<file path="src/rtl/ddr_addr_gen_2d.sv">
// Two-level strided DDR address generator: rows x bursts-per-row, each burst
// split into requests of at most MAX_SIZE bytes, issued over valid/ready.
module ddr_addr_gen_2d #(
    parameter int DDR_ADDR_W = 32,
    parameter int BURST_W    = 16,
    parameter int LOOP_W     = 16,
    parameter int MAX_SIZE   = 256
) (
    input  logic                  clk,
    input  logic                  rst,
    input  logic                  start,
    input  logic [DDR_ADDR_W-1:0] st_addr,
    input  logic [BURST_W-1:0]    burst,
    input  logic [LOOP_W-1:0]     inner_num,
    input  logic [DDR_ADDR_W-1:0] inner_step,
    input  logic [LOOP_W-1:0]     outer_num,
    input  logic [DDR_ADDR_W-1:0] outer_step,
    output logic                  busy,
    output logic                  done,
    output logic [DDR_ADDR_W-1:0] ddr_addr,
    output logic [BURST_W-1:0]    ddr_size,
    output logic                  ddr_last,
    output logic                  ddr_addr_valid,
    input  logic                  ddr_addr_ready
);

    typedef enum logic [1:0] {
        ST_IDLE  = 2'd0,
        ST_ISSUE = 2'd1,
        ST_FIN   = 2'd2
    } state_t;

    localparam logic [BURST_W-1:0]    MAX_SZ   = BURST_W'(MAX_SIZE);
    localparam logic [DDR_ADDR_W-1:0] MAX_STEP = DDR_ADDR_W'(MAX_SIZE);
    localparam logic [LOOP_W-1:0]     ONE_L    = LOOP_W'(1);
    localparam logic [LOOP_W:0]       ONE_LX   = (LOOP_W+1)'(1);

    function automatic logic [BURST_W-1:0] clip_size(input logic [BURST_W-1:0] rem);
        return (rem > MAX_SZ) ? MAX_SZ : rem;
    endfunction

    state_t                state_r, state_s;
    logic [BURST_W-1:0]    burst_r, burst_s, remain_r, remain_s;
    logic [LOOP_W-1:0]     inner_num_r, inner_num_s, outer_num_r, outer_num_s;
    logic [LOOP_W-1:0]     i_r, i_s, o_r, o_s;
    logic [DDR_ADDR_W-1:0] inner_step_r, inner_step_s, outer_step_r, outer_step_s;
    logic [DDR_ADDR_W-1:0] row_base_r, row_base_s, cur_base_r, cur_base_s;
    logic [DDR_ADDR_W-1:0] addr_r, addr_s;
    logic [BURST_W-1:0]    size_r, size_s;
    logic                  last_r, last_s, valid_r, valid_s;
    logic                  done_r, done_s, busy_r, busy_s;
    logic                  hs_s, more_inner_s, more_outer_s;

    assign hs_s         = valid_r && ddr_addr_ready;
    assign more_inner_s = ({1'b0, i_r} + ONE_LX) < {1'b0, inner_num_r};
    assign more_outer_s = ({1'b0, o_r} + ONE_LX) < {1'b0, outer_num_r};

    // Next-state, loop counters, address walk and registered-output preparation
    always_comb begin
        state_s      = state_r;
        burst_s      = burst_r;
        remain_s     = remain_r;
        inner_num_s  = inner_num_r;
        outer_num_s  = outer_num_r;
        inner_step_s = inner_step_r;
        outer_step_s = outer_step_r;
        i_s          = i_r;
        o_s          = o_r;
        row_base_s   = row_base_r;
        cur_base_s   = cur_base_r;
        addr_s       = addr_r;
        valid_s      = 1'b0;
        done_s       = 1'b0;
        busy_s       = busy_r;
        case (state_r)
            ST_IDLE: begin
                busy_s = 1'b0;
                if (start) begin
                    busy_s = 1'b1;
                    if ((burst != {BURST_W{1'b0}}) && (inner_num != {LOOP_W{1'b0}}) &&
                        (outer_num != {LOOP_W{1'b0}})) begin
                        burst_s      = burst;
                        inner_num_s  = inner_num;
                        outer_num_s  = outer_num;
                        inner_step_s = inner_step;
                        outer_step_s = outer_step;
                        row_base_s   = st_addr;
                        cur_base_s   = st_addr;
                        addr_s       = st_addr;
                        remain_s     = burst;
                        i_s          = {LOOP_W{1'b0}};
                        o_s          = {LOOP_W{1'b0}};
                        valid_s      = 1'b1;
                        state_s      = ST_ISSUE;
                    end else begin
                        done_s  = 1'b1;
                        state_s = ST_FIN;
                    end
                end else begin
                    state_s = ST_IDLE;
                end
            end
            ST_ISSUE: begin
                busy_s  = 1'b1;
                valid_s = 1'b1;
                if (hs_s) begin
                    if (remain_r > MAX_SZ) begin
                        addr_s   = addr_r + MAX_STEP;
                        remain_s = remain_r - MAX_SZ;
                    end else begin
                        remain_s = burst_r;
                        if (more_inner_s) begin
                            i_s        = i_r + ONE_L;
                            cur_base_s = cur_base_r + inner_step_r;
                            addr_s     = cur_base_r + inner_step_r;
                        end else if (more_outer_s) begin
                            i_s        = {LOOP_W{1'b0}};
                            o_s        = o_r + ONE_L;
                            row_base_s = row_base_r + outer_step_r;
                            cur_base_s = row_base_r + outer_step_r;
                            addr_s     = row_base_r + outer_step_r;
                        end else begin
                            valid_s = 1'b0;
                            done_s  = 1'b1;
                            state_s = ST_FIN;
                        end
                    end
                end else begin
                    state_s = ST_ISSUE;
                end
            end
            ST_FIN: begin
                busy_s  = 1'b0;
                state_s = ST_IDLE;
            end
            default: begin
                busy_s  = 1'b0;
                state_s = ST_IDLE;
            end
        endcase
        // Size and last are computed one cycle ahead so they register with the address
        if (valid_s) begin
            size_s = clip_size(remain_s);
        end else begin
            size_s = size_r;
        end
        last_s = valid_s && (remain_s <= MAX_SZ) &&
                 (i_s == inner_num_s - ONE_L) && (o_s == outer_num_s - ONE_L);
    end

    // State, descriptor and output registers
    always_ff @(posedge clk or negedge rst) begin
        if (!rst) begin
            state_r      <= ST_IDLE;
            burst_r      <= {BURST_W{1'b0}};
            remain_r     <= {BURST_W{1'b0}};
            inner_num_r  <= {LOOP_W{1'b0}};
            outer_num_r  <= {LOOP_W{1'b0}};
            inner_step_r <= {DDR_ADDR_W{1'b0}};
            outer_step_r <= {DDR_ADDR_W{1'b0}};
            i_r          <= {LOOP_W{1'b0}};
            o_r          <= {LOOP_W{1'b0}};
            row_base_r   <= {DDR_ADDR_W{1'b0}};
            cur_base_r   <= {DDR_ADDR_W{1'b0}};
            addr_r       <= {DDR_ADDR_W{1'b0}};
            size_r       <= {BURST_W{1'b0}};
            last_r       <= 1'b0;
            valid_r      <= 1'b0;
            done_r       <= 1'b0;
            busy_r       <= 1'b0;
        end else begin
            state_r      <= state_s;
            burst_r      <= burst_s;
            remain_r     <= remain_s;
            inner_num_r  <= inner_num_s;
            outer_num_r  <= outer_num_s;
            inner_step_r <= inner_step_s;
            outer_step_r <= outer_step_s;
            i_r          <= i_s;
            o_r          <= o_s;
            row_base_r   <= row_base_s;
            cur_base_r   <= cur_base_s;
            addr_r       <= addr_s;
            size_r       <= size_s;
            last_r       <= last_s;
            valid_r      <= valid_s;
            done_r       <= done_s;
            busy_r       <= busy_s;
        end
    end

    assign busy           = busy_r;
    assign done           = done_r;
    assign ddr_addr       = addr_r;
    assign ddr_size       = size_r;
    assign ddr_last       = last_r;
    assign ddr_addr_valid = valid_r;

endmodule

</file>
<file path="config.mk">
export PLATFORM = sky130hd
export DESIGN_NAME = ddr_addr_gen_2d
export DESIGN_NICKNAME = d
export VERILOG_FILES = /design/src/rtl/ddr_addr_gen_2d.sv
export SDC_FILE = /design/constraint.sdc
export NUM_CORES = 1
export LEC_CHECK = 0
export CAP_MARGIN = 20
export CELL_PAD_IN_SITES_DETAIL_PLACEMENT = 1
export CELL_PAD_IN_SITES_GLOBAL_PLACEMENT = 1
export CORE_ASPECT_RATIO = 1.2
export CORE_MARGIN = 5
export CORE_UTILIZATION = 47
export DETAILED_ROUTE_END_ITERATION = 10
export GPL_TIMING_DRIVEN = 0
export HOLD_SLACK_MARGIN = 0.12
export PLACE_DENSITY = 0.9
export SYNTH_ARGS = -nofsm -noshare
export SYNTH_HDL_FRONTEND = slang
export SYNTH_SLANG_ARGS = --single-unit
</file>
<file path="constraint.sdc">
create_clock -name clk -period 17.85 [get_ports clk]
set_clock_uncertainty 0.05 [all_clocks]
set_input_delay 5.355 -clock clk [delete_from_list [all_inputs] [get_ports clk]]
set_output_delay 5.355 -clock clk [all_outputs]
set_load 0.01 [all_outputs]
</file>
==> flow_summary.json, run 1 <==
{
  "status": "finished clean",
  "synth_compound_area_share_pct": 18.6,
  "worstSetupEndpointType": "flop",
  "core_area_um2": 37900,
  "yosysTopAreaCell": "dfrtp_1",
  "syn_nets": 2375,
  "postSynthAreaPerCell_um2": 8.46,
  "worstSetupPathType": "in -> reg",
  "start_util_pct": 47.5,
  "hold_ws_ns": 0.432,
  "std_cell_rows": 78,
  "synth_area_um2": 18000,
  "synth-xor-area-share_pct": 7.75,
  "tightest_slew_ns": 1.20,
  "max-vdd-ir-drop_v": 0.000110,
  "syn_to_final_growth_pct": 21.7,
  "netlist_top_cells_count": "nand2_1, dfrtp_1, o21ai_0, nor2_1, a21oi_1",
  "synth-seq-cells": 278,
  "htreeDepth": 2,
  "muxShareOfSynthArea_pct": 2.32,
  "period_share_pct": 80.8,
  "nNetsFinal": 2615,
  "drv_slew": 0,
  "start_kind": "primary input",
  "post_cts_buffers": 0,
  "synthCells": 2126,
  "dieArea_um2": 42300,
  "grt_max_degree": 104,
  "min_period_ns": 14.42,
  "synth.most_common_cell": "nand2_1",
  "ys_types": 81,
  "critPathSlowestCell": "or4b_2",
  "fin_ws_ns": 3.43,
  "postCtsResizedCells": 0,
  "max_stage_delay_ns": 0.67,
  "grtUsageTotal_pct": 33.0,
  "cts_made_buffers": 34,
  "crit_buf_inv": 7,
  "fp.dieW_um": 189,
  "synthAdderAreaFrac_pct": 7.11,
  "layout-drive-gt1-share_pct": 4.02,
  "antenna-diode-count": 0,
  "fin_util_pct": 57.9,
  "drc": 0,
  "synth_top_flop_cell": "dfrtp_1",
  "drt-initial-drc-count": 1014,
  "finalHoldViolCount": 0,
  "detailedPlace.worstSlack_ns": 3.17,
  "antenna_found_initial": 1,
  "hold_class": "reg -> reg",
  "worstPathArrival_ns": 14.80,
  "die_h_um": 224,
  "p_leak_nw": 10.1,
  "yosysTopAreaCellShare_pct": 38.7,
  "ant_nets": 0,
  "io_buffers": 199,
  "drt-wirelength-per-cell_um": 24.8,
  "yosys.area_share.simple_pct": 22.4,
  "fillerInstances": 4488,
  "relSlewSlack_pct": 19.8,
  "grt_pass1_wl_um": 110000,
  "route.vias.total": 17800,
  "cts_buffer_depth": 3,
  "dp.final_hpwl_um": 54900,
  "cp_max_fo": 10,
  "cp.required_ns": 18.23,
  "cts_tree": "built",
  "fmax_ghz": 0.0693,
  "pin_count": 200,
  "grt-ovfl-total": 0,
  "setup_viol": 0,
  "ys_seq_area_share_pct": 38.7,
  "viasPerCell": 6.22,
  "async_flop_share_pct": 100,
  "powerDensity_nw_per_um2": 165,
  "path_clk_slew_ns": 0.06,
  "rsz0062_at_grt": "false",
  "place.gp.congestion": 1.01,
  "routed_wirelength_um": 71200,
  "cts_hold_repair.buffers": 0,
  "cts.sinks": 278,
  "cap_violations": 0,
  "dr.pass1.iters": 5,
  "cpMostUsedCell": "clkbuf_1",
  "ys_warn_count": 0,
  "first_global_vias": 19600,
  "synthTopCellsByArea": "dfrtp_1, nand2_1, ha_1",
  "cp_cell_sequence": "clkdlybuf4s50_1 -> nor3_1 -> nand3_1 -> nor4b_4 -> nor3_4 -> clkbuf_1 -> clkbuf_1 -> clkbuf_1 -> clkbuf_1 -> clkbuf_1 -> buf_1 -> mux2i_1 -> ha_1 -> or4b_2 -> nor4_1 -> a41o_1 -> a21boi_0 -> nand2_1 -> xnor2_1 -> xnor2_1 -> nand4bb_1 -> or4_1 -> nor4_2",
  "synth_top_family_by_area": "simple AND/OR/NAND/NOR gates",
  "cp_top_family": "buffers and inverters",
  "synth_edf_count": 0,
  "cts-root-buf": "clkbuf_16",
  "clock_latency_ns": 0.54
}
## power by group
group          leakage, nW  total, mW  internal, mW  switching (mW)
logic                 6.02       1.82         0.704            1.12
clock network        0.608      0.777         0.481           0.296
registers             3.49       1.02         0.837           0.187
total                 10.1       3.63          2.02            1.60
## final cells by class
cell class              instances  area, um^2  area share [%]
plain buffers                  85         339            1.55
multi-input cells            1700       10500            47.8
well taps                     480         601            2.74
flip-flops and latches        278        6960            31.8
inverters                      63         236            1.08
clock buffers                  48        1050            4.78
clock inverters                11         186           0.851
repair buffers                204        2080            9.49
## registers in the layout, indices dropped and copies added, names as in the netlist, 16 cells and up
name / count
outer_step_r: 32
outer_num_r: 16
inner_step_r: 32
i_r: 16
remain_r: 16
row_base_r: 32
cur_base_r: 32
ddr_addr: 32
burst_r: 16
ddr_size: 16
inner_num_r: 16
o_r: 16
## metrics by stage
stage	total power, mW	setup TNS, ns	area (um^2)	cells
detailed placement	2.81	0	20700	2809
floorplan	2.13	0	18000	2126
global route	3.83	0	21900	2869
finish	3.63	0	21900	2869
CTS	3.61	0	21900	2868
global placement	2.72	-280.79	20600	2805
## tightest hold or removal path: stages (launching register included)
cell	delay, ns
dfrtp_1	0.34
nand2_1	0.05
nand2_1	0.06
## routing by layer
metal / up-vias / wire (um) / track usage, %
met5: - / 0 / 0
met4: 0 / 5220 / 20.6
met3: 251 / 4140 / 5.46
met2: 702 / 35500 / 58.9
met1: 8871 / 26300 / 36.8
li1: 8013 / - / -
## layout by cell type (no fill, tap or decap), types with 23 or more instances in the layout
| cell type | count |
|---|---|
| a21o_1 | 49 |
| nand2_1 | 472 |
| xnor2_1 | 95 |
| nand4_1 | 29 |
| nor2_1 | 135 |
| nor3_1 | 35 |
| clkbuf_16 | 37 |
| clkbuf_1 | 70 |
| clkdlybuf4s50_1 | 198 |
| a211oi_1 | 26 |
| mux2i_1 | 36 |
| ha_1 | 99 |
| inv_1 | 63 |
| and3_1 | 23 |
| o211ai_1 | 27 |
| o21ai_0 | 136 |
| a21oi_1 | 118 |
| xor2_1 | 59 |
| nand3_1 | 76 |
| dfrtp_1 | 278 |
## worst paths after layout
path                                           start                           end  slack (ns)  depth (start not counted)
min in group asynchronous                        rst     outer_num_r[12]$_DFF_PN0_        4.82                          1
max                                     inner_num[2]            ddr_last$_DFF_PN0_        3.43                         23
max reg2reg                   state_r[1]$_DFFE_PN0P_            ddr_last$_DFF_PN0_        8.65                         21
max in group asynchronous                        rst  inner_step_r[20]$_DFFE_PN0P_       11.90                          2
min                        cur_base_r[4]$_DFFE_PN0P_     cur_base_r[4]$_DFFE_PN0P_        0.43                          2
min reg2reg                cur_base_r[4]$_DFFE_PN0P_     cur_base_r[4]$_DFFE_PN0P_        0.43                          2
## cell families (layout without fill, tap and decap cells)
family,Yosys count,after routing
AND/OR/NAND/NOR,885,885
AO/OA/AOI/OAI,517,517
flip-flops,278,278
XOR/XNOR,156,156
buffers and inverters,148,411
adder cells (fa/ha/maj),101,101
multiplexers,41,41
Power figures use the tool's default switching activity.
==> inputs of run 2 (changes only) <==
CORE_UTILIZATION = 44   (was 47)
PLACE_DENSITY = 0.85   (was 0.9)
clock period = 13.4 ns   (was 17.85 ns; I/O delays follow)
==> run 2 against run 1 <==
  * Core utilization decreased by 4.0 points
  * Routed wire length rose by 0.41%
  * Combinational power increased by 34%
  * Sequential share of layout area is essentially flat
  * Sequential power up 33%
  * Worst hold slack got worse by 0.0012 ns
  * Setup slack got worse by 2.5 ns
  * Largest power group unchanged
==> flow_summary.json, run 2 (synthesized netlist as in run 1, its figures left out) <==
{
  "status": "finished clean",
  "std_cell_rows": 81,
  "drv_slew": 0,
  "period_share_pct": 93.0,
  "comb_power_share_pct": 51.0,
  "worstPathArrival_ns": 12.85,
  "min_from": "cur_base_r[16]$_DFFE_PN0P_",
  "path_clk_slew_ns": 0.06,
  "dp.final_hpwl_um": 54700,
  "cts_hold_repair.buffers": 0,
  "p_seq_share_pct": 28.5,
  "final_common_cell": "nand2_1",
  "crit_buf_inv": 7,
  "io_buffers": 199,
  "die_h_um": 232,
  "max-vdd-ir-drop_v": 0.000139,
  "antenna-diode-count": 0,
  "place.gp.congestion": 0.986,
  "hold_class": "reg -> reg",
  "internal-power_mw": 2.64,
  "p_switching_mw": 2.14,
  "rsz0062_at_grt": "false",
  "relSlewSlack_pct": 25.9,
  "worstSetupEndpointType": "flop",
  "finalHoldViolCount": 0,
  "cts_buffer_depth": 3,
  "cp.required_ns": 13.79,
  "drc": 0,
  "dr.pass1.iters": 5,
  "pin_count": 200,
  "postCtsResizedCells": 0,
  "tightest_slew_ns": 1.11,
  "fp.dieW_um": 195,
  "syn_to_final_growth_pct": 21.7,
  "route.vias.total": 17700,
  "grt_max_degree": 108,
  "drt-wirelength-per-cell_um": 24.4,
  "p_leak_nw": 10.1,
  "dieArea_um2": 45100,
  "cp_top_family": "buffers and inverters",
  "post_cts_buffers": 0,
  "layout-drive-gt1-share_pct": 3.85,
  "switching_share_pct": 44.7,
  "clkPwrFrac_pct": 20.5,
  "cts_made_buffers": 34,
  "final_cell_mix": "nand2_1, dfrtp_1, clkdlybuf4s50_1",
  "core_area_um2": 40600,
  "grtUsageTotal_pct": 30.9,
  "routed_wirelength_um": 71500,
  "cts_tree": "built",
  "grt_pass1_wl_um": 109000,
  "setup_viol": 0,
  "powerDensity_nw_per_um2": 218,
  "grt-ovfl-total": 0,
  "clock_latency_ns": 0.54,
  "nNetsFinal": 2615,
  "min_period_ns": 12.46,
  "cts-root-buf": "clkbuf_16",
  "hold_ws_ns": 0.431,
  "fmax_ghz": 0.0803,
  "cts.sinks": 278,
  "drt-initial-drc-count": 1078,
  "cp_max_fo": 10,
  "start_kind": "primary input",
  "first_global_vias": 19400,
  "max_stage_delay_ns": 0.65,
  "antenna_found_initial": 0,
  "critPathSlowestCell": "clkbuf_1",
  "viasPerCell": 6.04,
  "ant_nets": 0,
  "htreeDepth": 2,
  "startpoint": "burst[15]",
  "timing.rr.start": "state_r[1]$_DFFE_PN0P_",
  "cpMostUsedCell": "clkbuf_1",
  "start_util_pct": 44.3,
  "cap_violations": 0,
  "fin_util_pct": 53.9,
  "worstSetupPathType": "in -> reg",
  "cp_cell_sequence": "clkdlybuf4s50_1 -> or4_1 -> nor4_1 -> a22o_4 -> nor3_4 -> clkbuf_1 -> clkbuf_1 -> clkbuf_1 -> clkbuf_1 -> clkbuf_1 -> buf_1 -> mux2i_1 -> ha_1 -> or4b_2 -> nor4_1 -> a41o_1 -> a21boi_0 -> nand2_1 -> xnor2_1 -> xnor2_1 -> nand4bb_1 -> or4_1 -> nor4_2"
}
-- run 2: cell types whose count changed in the layout (fill, tap and decap cells not counted) --
cell and delta:
bufinv_16 -2, clkbuf_8 -3, clkbuf_1 +4, inv_6 -1
clkinvlp_4 +2
-- run 2: stage by stage --
step | total power, mW | instances | TNS, ns | instance area, um^2 | setup WS, ns
6_report | 4.78 | 2928 | 0 | 21900 | 0.939
3_5_place_dp | 3.74 | 2868 | 0 | 20700 | 0.442
3_3_place_gp | 3.64 | 2864 | -1160.39 | 20700 | -4.20
4_1_cts | 4.76 | 2927 | 0 | 21900 | 0.970
5_1_grt | 5.06 | 2928 | 0 | 21900 | 0.607
2_1_floorplan | 2.84 | 2126 | 0 | 18000 | 3.91
-- run 2: per-layer routing --
| layer | part of all wire (%) | GRT usage (%) | up-vias |
|---|---|---|---|
| li1 | - | - | 8000 |
| met1 | 38 | 34.6 | 8804 |
| met2 | 50 | 54.7 | 634 |
| met3 | 5.2 | 4.71 | 249 |
| met4 | 7.2 | 19.6 | 0 |
| met5 | 0 | 0 | - |
-- run 2: worst paths after layout --
check	to	slack, ns	cells past startpoint
setup / recovery	ddr_last$_DFF_PN0_	0.94	23
hold / removal	cur_base_r[16]$_DFFE_PN0P_	0.43	2
setup reg to reg	ddr_last$_DFF_PN0_	4.83	21
hold reg to reg	cur_base_r[16]$_DFFE_PN0P_	0.43	2
max in group asynchronous	inner_step_r[8]$_DFFE_PN0P_	8.84	2
min in group asynchronous	outer_num_r[12]$_DFF_PN0_	3.46	1
-- run 2: power by group through the flow --
stage / sequential, mW / combinational [mW] / clock (mW)
6_report: 1.36 / 2.44 / 0.978
5_1_grt: 1.39 / 2.65 / 1.03
4_1_cts: 1.36 / 2.41 / 0.991
3_5_place_dp: 1.37 / 2.38 / 0
3_3_place_gp: 1.36 / 2.28 / 0
2_1_floorplan: 1.30 / 1.55 / 0
-- run 2: area by class of cell --
class	instances	area, um^2
plain buffers	85	339
fillers	4784	18700
inverters	63	236
flip-flops and latches	278	6960
clock inverters	10	133
repair buffers	204	2080
multi-input cells	1700	10500
clock buffers	49	1020
well taps	539	674
-- run 2: worst register-to-register path: cells and delay by family, from the launching register on --
kind	cells	cell delay, ns
AO/OA/AOI/OAI	2	0.67
XOR/XNOR	2	0.45
adder cells (fa/ha/maj)	1	0.31
buffers and inverters	6	3.47
flip-flops	1	0.45
multiplexers	1	0.32
AND/OR/NAND/NOR	9	2.77
==> inputs of run 3 (changes only) <==
SLEW_MARGIN = 20   (was not set)
clock period = 14.2 ns   (was 13.4 ns; I/O delays follow)
==> run 3 against run 2 <==
  * Setup slack improved by 0.40 ns
  * Combinational power is 6% lower
  * Cell count about the same
  * Core utilization up 0.15 points
  * Count of clock-buffer cells in the layout shrank 3
  * First-iteration DRC count increased by 4.5%
  * Highest routed layer unchanged
==> flow_summary.json, run 3 (synthesized netlist as in run 1, its figures left out) <==
{
  "final_cell_mix": "nand2_1, dfrtp_1, clkdlybuf4s50_1",
  "drt-initial-drc-count": 1126,
  "cp_cell_sequence": "clkdlybuf4s50_1 -> or4_1 -> nor4_1 -> a22o_4 -> nor3_4 -> clkbuf_1 -> clkbuf_1 -> clkbuf_1 -> clkbuf_1 -> clkbuf_1 -> buf_2 -> mux2i_1 -> ha_1 -> or4b_2 -> nor4_1 -> a41o_1 -> a21boi_0 -> nand2_1 -> xnor2_1 -> xnor2_1 -> nand4bb_1 -> or4_1 -> nor4_2",
  "drc": 0,
  "die_h_um": 232,
  "start_util_pct": 44.3,
  "total_power_mw": 4.53,
  "dpl-instance-area_um2": 20800,
  "cp_max_fo": 10,
  "layout-drive-gt1-share_pct": 4.02,
  "tightest_slew_ns": 1.13,
  "setup_viol": 0,
  "cts_hold_repair.buffers": 0,
  "hold_ws_ns": 0.433,
  "final_common_cell": "nand2_1",
  "cpMostUsedCell": "clkbuf_1",
  "start_kind": "primary input",
  "grt_max_degree": 93,
  "rsz0062_at_grt": "false",
  "dp.final_hpwl_um": 54700,
  "period_share_pct": 90.6,
  "cts_tree": "built",
  "crit_buf_inv": 7,
  "cts-root-buf": "clkbuf_16",
  "timing.setup.tns_ns": 0,
  "viasPerCell": 6.02,
  "nNetsFinal": 2614,
  "powerDensity_nw_per_um2": 206,
  "drt-wirelength-per-cell_um": 24.1,
  "grt-ovfl-total": 0,
  "max_stage_delay_ns": 0.67,
  "post_cts_buffers": 0,
  "cp_top_family": "buffers and inverters",
  "routed_wirelength_um": 70500,
  "cap_violations": 0,
  "first_global_vias": 19100,
  "drv_slew": 0,
  "worstPathArrival_ns": 13.27,
  "reg2reg_depth": 21,
  "fmax_ghz": 0.0777,
  "pin_count": 200,
  "postCtsResizedCells": 0,
  "grtUsageTotal_pct": 30.6,
  "status": "finished clean",
  "antenna-diode-count": 0,
  "cts.sinks": 278,
  "hold_class": "reg -> reg",
  "fp.dieW_um": 195,
  "fillerInstances": 4790,
  "max-vdd-ir-drop_v": 0.000122,
  "cp.required_ns": 14.61,
  "path_clk_slew_ns": 0.06,
  "core_area_um2": 40600,
  "ant_nets": 0,
  "cts_buffer_depth": 3,
  "place.gp.congestion": 0.986,
  "antenna_found_initial": 0,
  "critPathSlowestCell": "clkbuf_1",
  "syn_to_final_growth_pct": 22.1,
  "std_cell_rows": 81,
  "p_leak_nw": 10.1,
  "clock_latency_ns": 0.56,
  "htreeDepth": 2,
  "io_buffers": 199,
  "finalHoldViolCount": 0,
  "design_area_um2": 22000,
  "worstSetupEndpointType": "flop",
  "worstSetupPathType": "in -> reg",
  "grt_pass1_wl_um": 108000,
  "relSlewSlack_pct": 24.4,
  "dieArea_um2": 45100,
  "route.vias.total": 17600,
  "min_period_ns": 12.86,
  "path_depth": 23,
  "hold_depth": 2,
  "cts_made_buffers": 35,
  "dr.pass1.iters": 5
}
run 3: report_power, final:
part           internal, mW  switching, mW  leakage (nW)
combinational         0.885           1.40          6.02
sequential             1.05          0.230          3.49
clock                 0.589          0.372         0.595
total                  2.53           2.01          10.1
run 3: area by class of cell:
type                    instances  area, um^2  share of cell area (%)
plain buffers                  85         340                    1.55
clock buffers                  46        1010                    4.60
clock inverters                13         193                   0.877
inverters                      63         236                    1.08
multi-input cells            1700       10500                    47.7
flip-flops and latches        278        6960                    31.7
well taps                     539         674                    3.07
repair buffers                202        2080                    9.47
run 3: per-stage QoR:
stage	setup slack, ns	util, %	instances
floorplan	4.47	-	2126
global placement	-3.64	50.8	2864
detailed placement	0.985	51.1	2867
CTS	1.51	54.0	2926
global route	1.17	54.1	2926
finish	1.34	54.1	2926
run 3: layer usage:
| metal | part of all wire (%) | track usage, % | routed length [um] |
|---|---|---|---|
| met5 | 0 | 0 | 0 |
| met4 | 6.6 | 17.6 | 4630 |
| met3 | 5.4 | 5.38 | 3810 |
| met2 | 50 | 54.3 | 35200 |
| met1 | 38 | 34.5 | 26800 |
run 3: worst register-to-register path, delay by kind of cell, from the launching register on:
family	cells	cell delay, ns
AO/OA/AOI/OAI	2	0.66
XOR/XNOR	2	0.43
adder cells (fa/ha/maj)	1	0.31
buffers and inverters	6	3.59
flip-flops	1	0.44
multiplexers	1	0.32
AND/OR/NAND/NOR	9	2.82
run 3: path summary, 6_finish.rpt:
| path | from | to | slack (ns) |
|---|---|---|---|
| max | burst[15] | ddr_last$_DFF_PN0_ | 1.34 |
| min | burst_r[14]$_DFFE_PN0P_ | burst_r[14]$_DFFE_PN0P_ | 0.43 |
| max reg2reg | state_r[1]$_DFFE_PN0P_ | ddr_last$_DFF_PN0_ | 5.48 |
| min reg2reg | burst_r[14]$_DFFE_PN0P_ | burst_r[14]$_DFFE_PN0P_ | 0.43 |
| max in group asynchronous | rst | inner_step_r[25]$_DFFE_PN0P_ | 9.41 |
| min in group asynchronous | rst | outer_num_r[10]$_DFF_PN0_ | 3.55 |
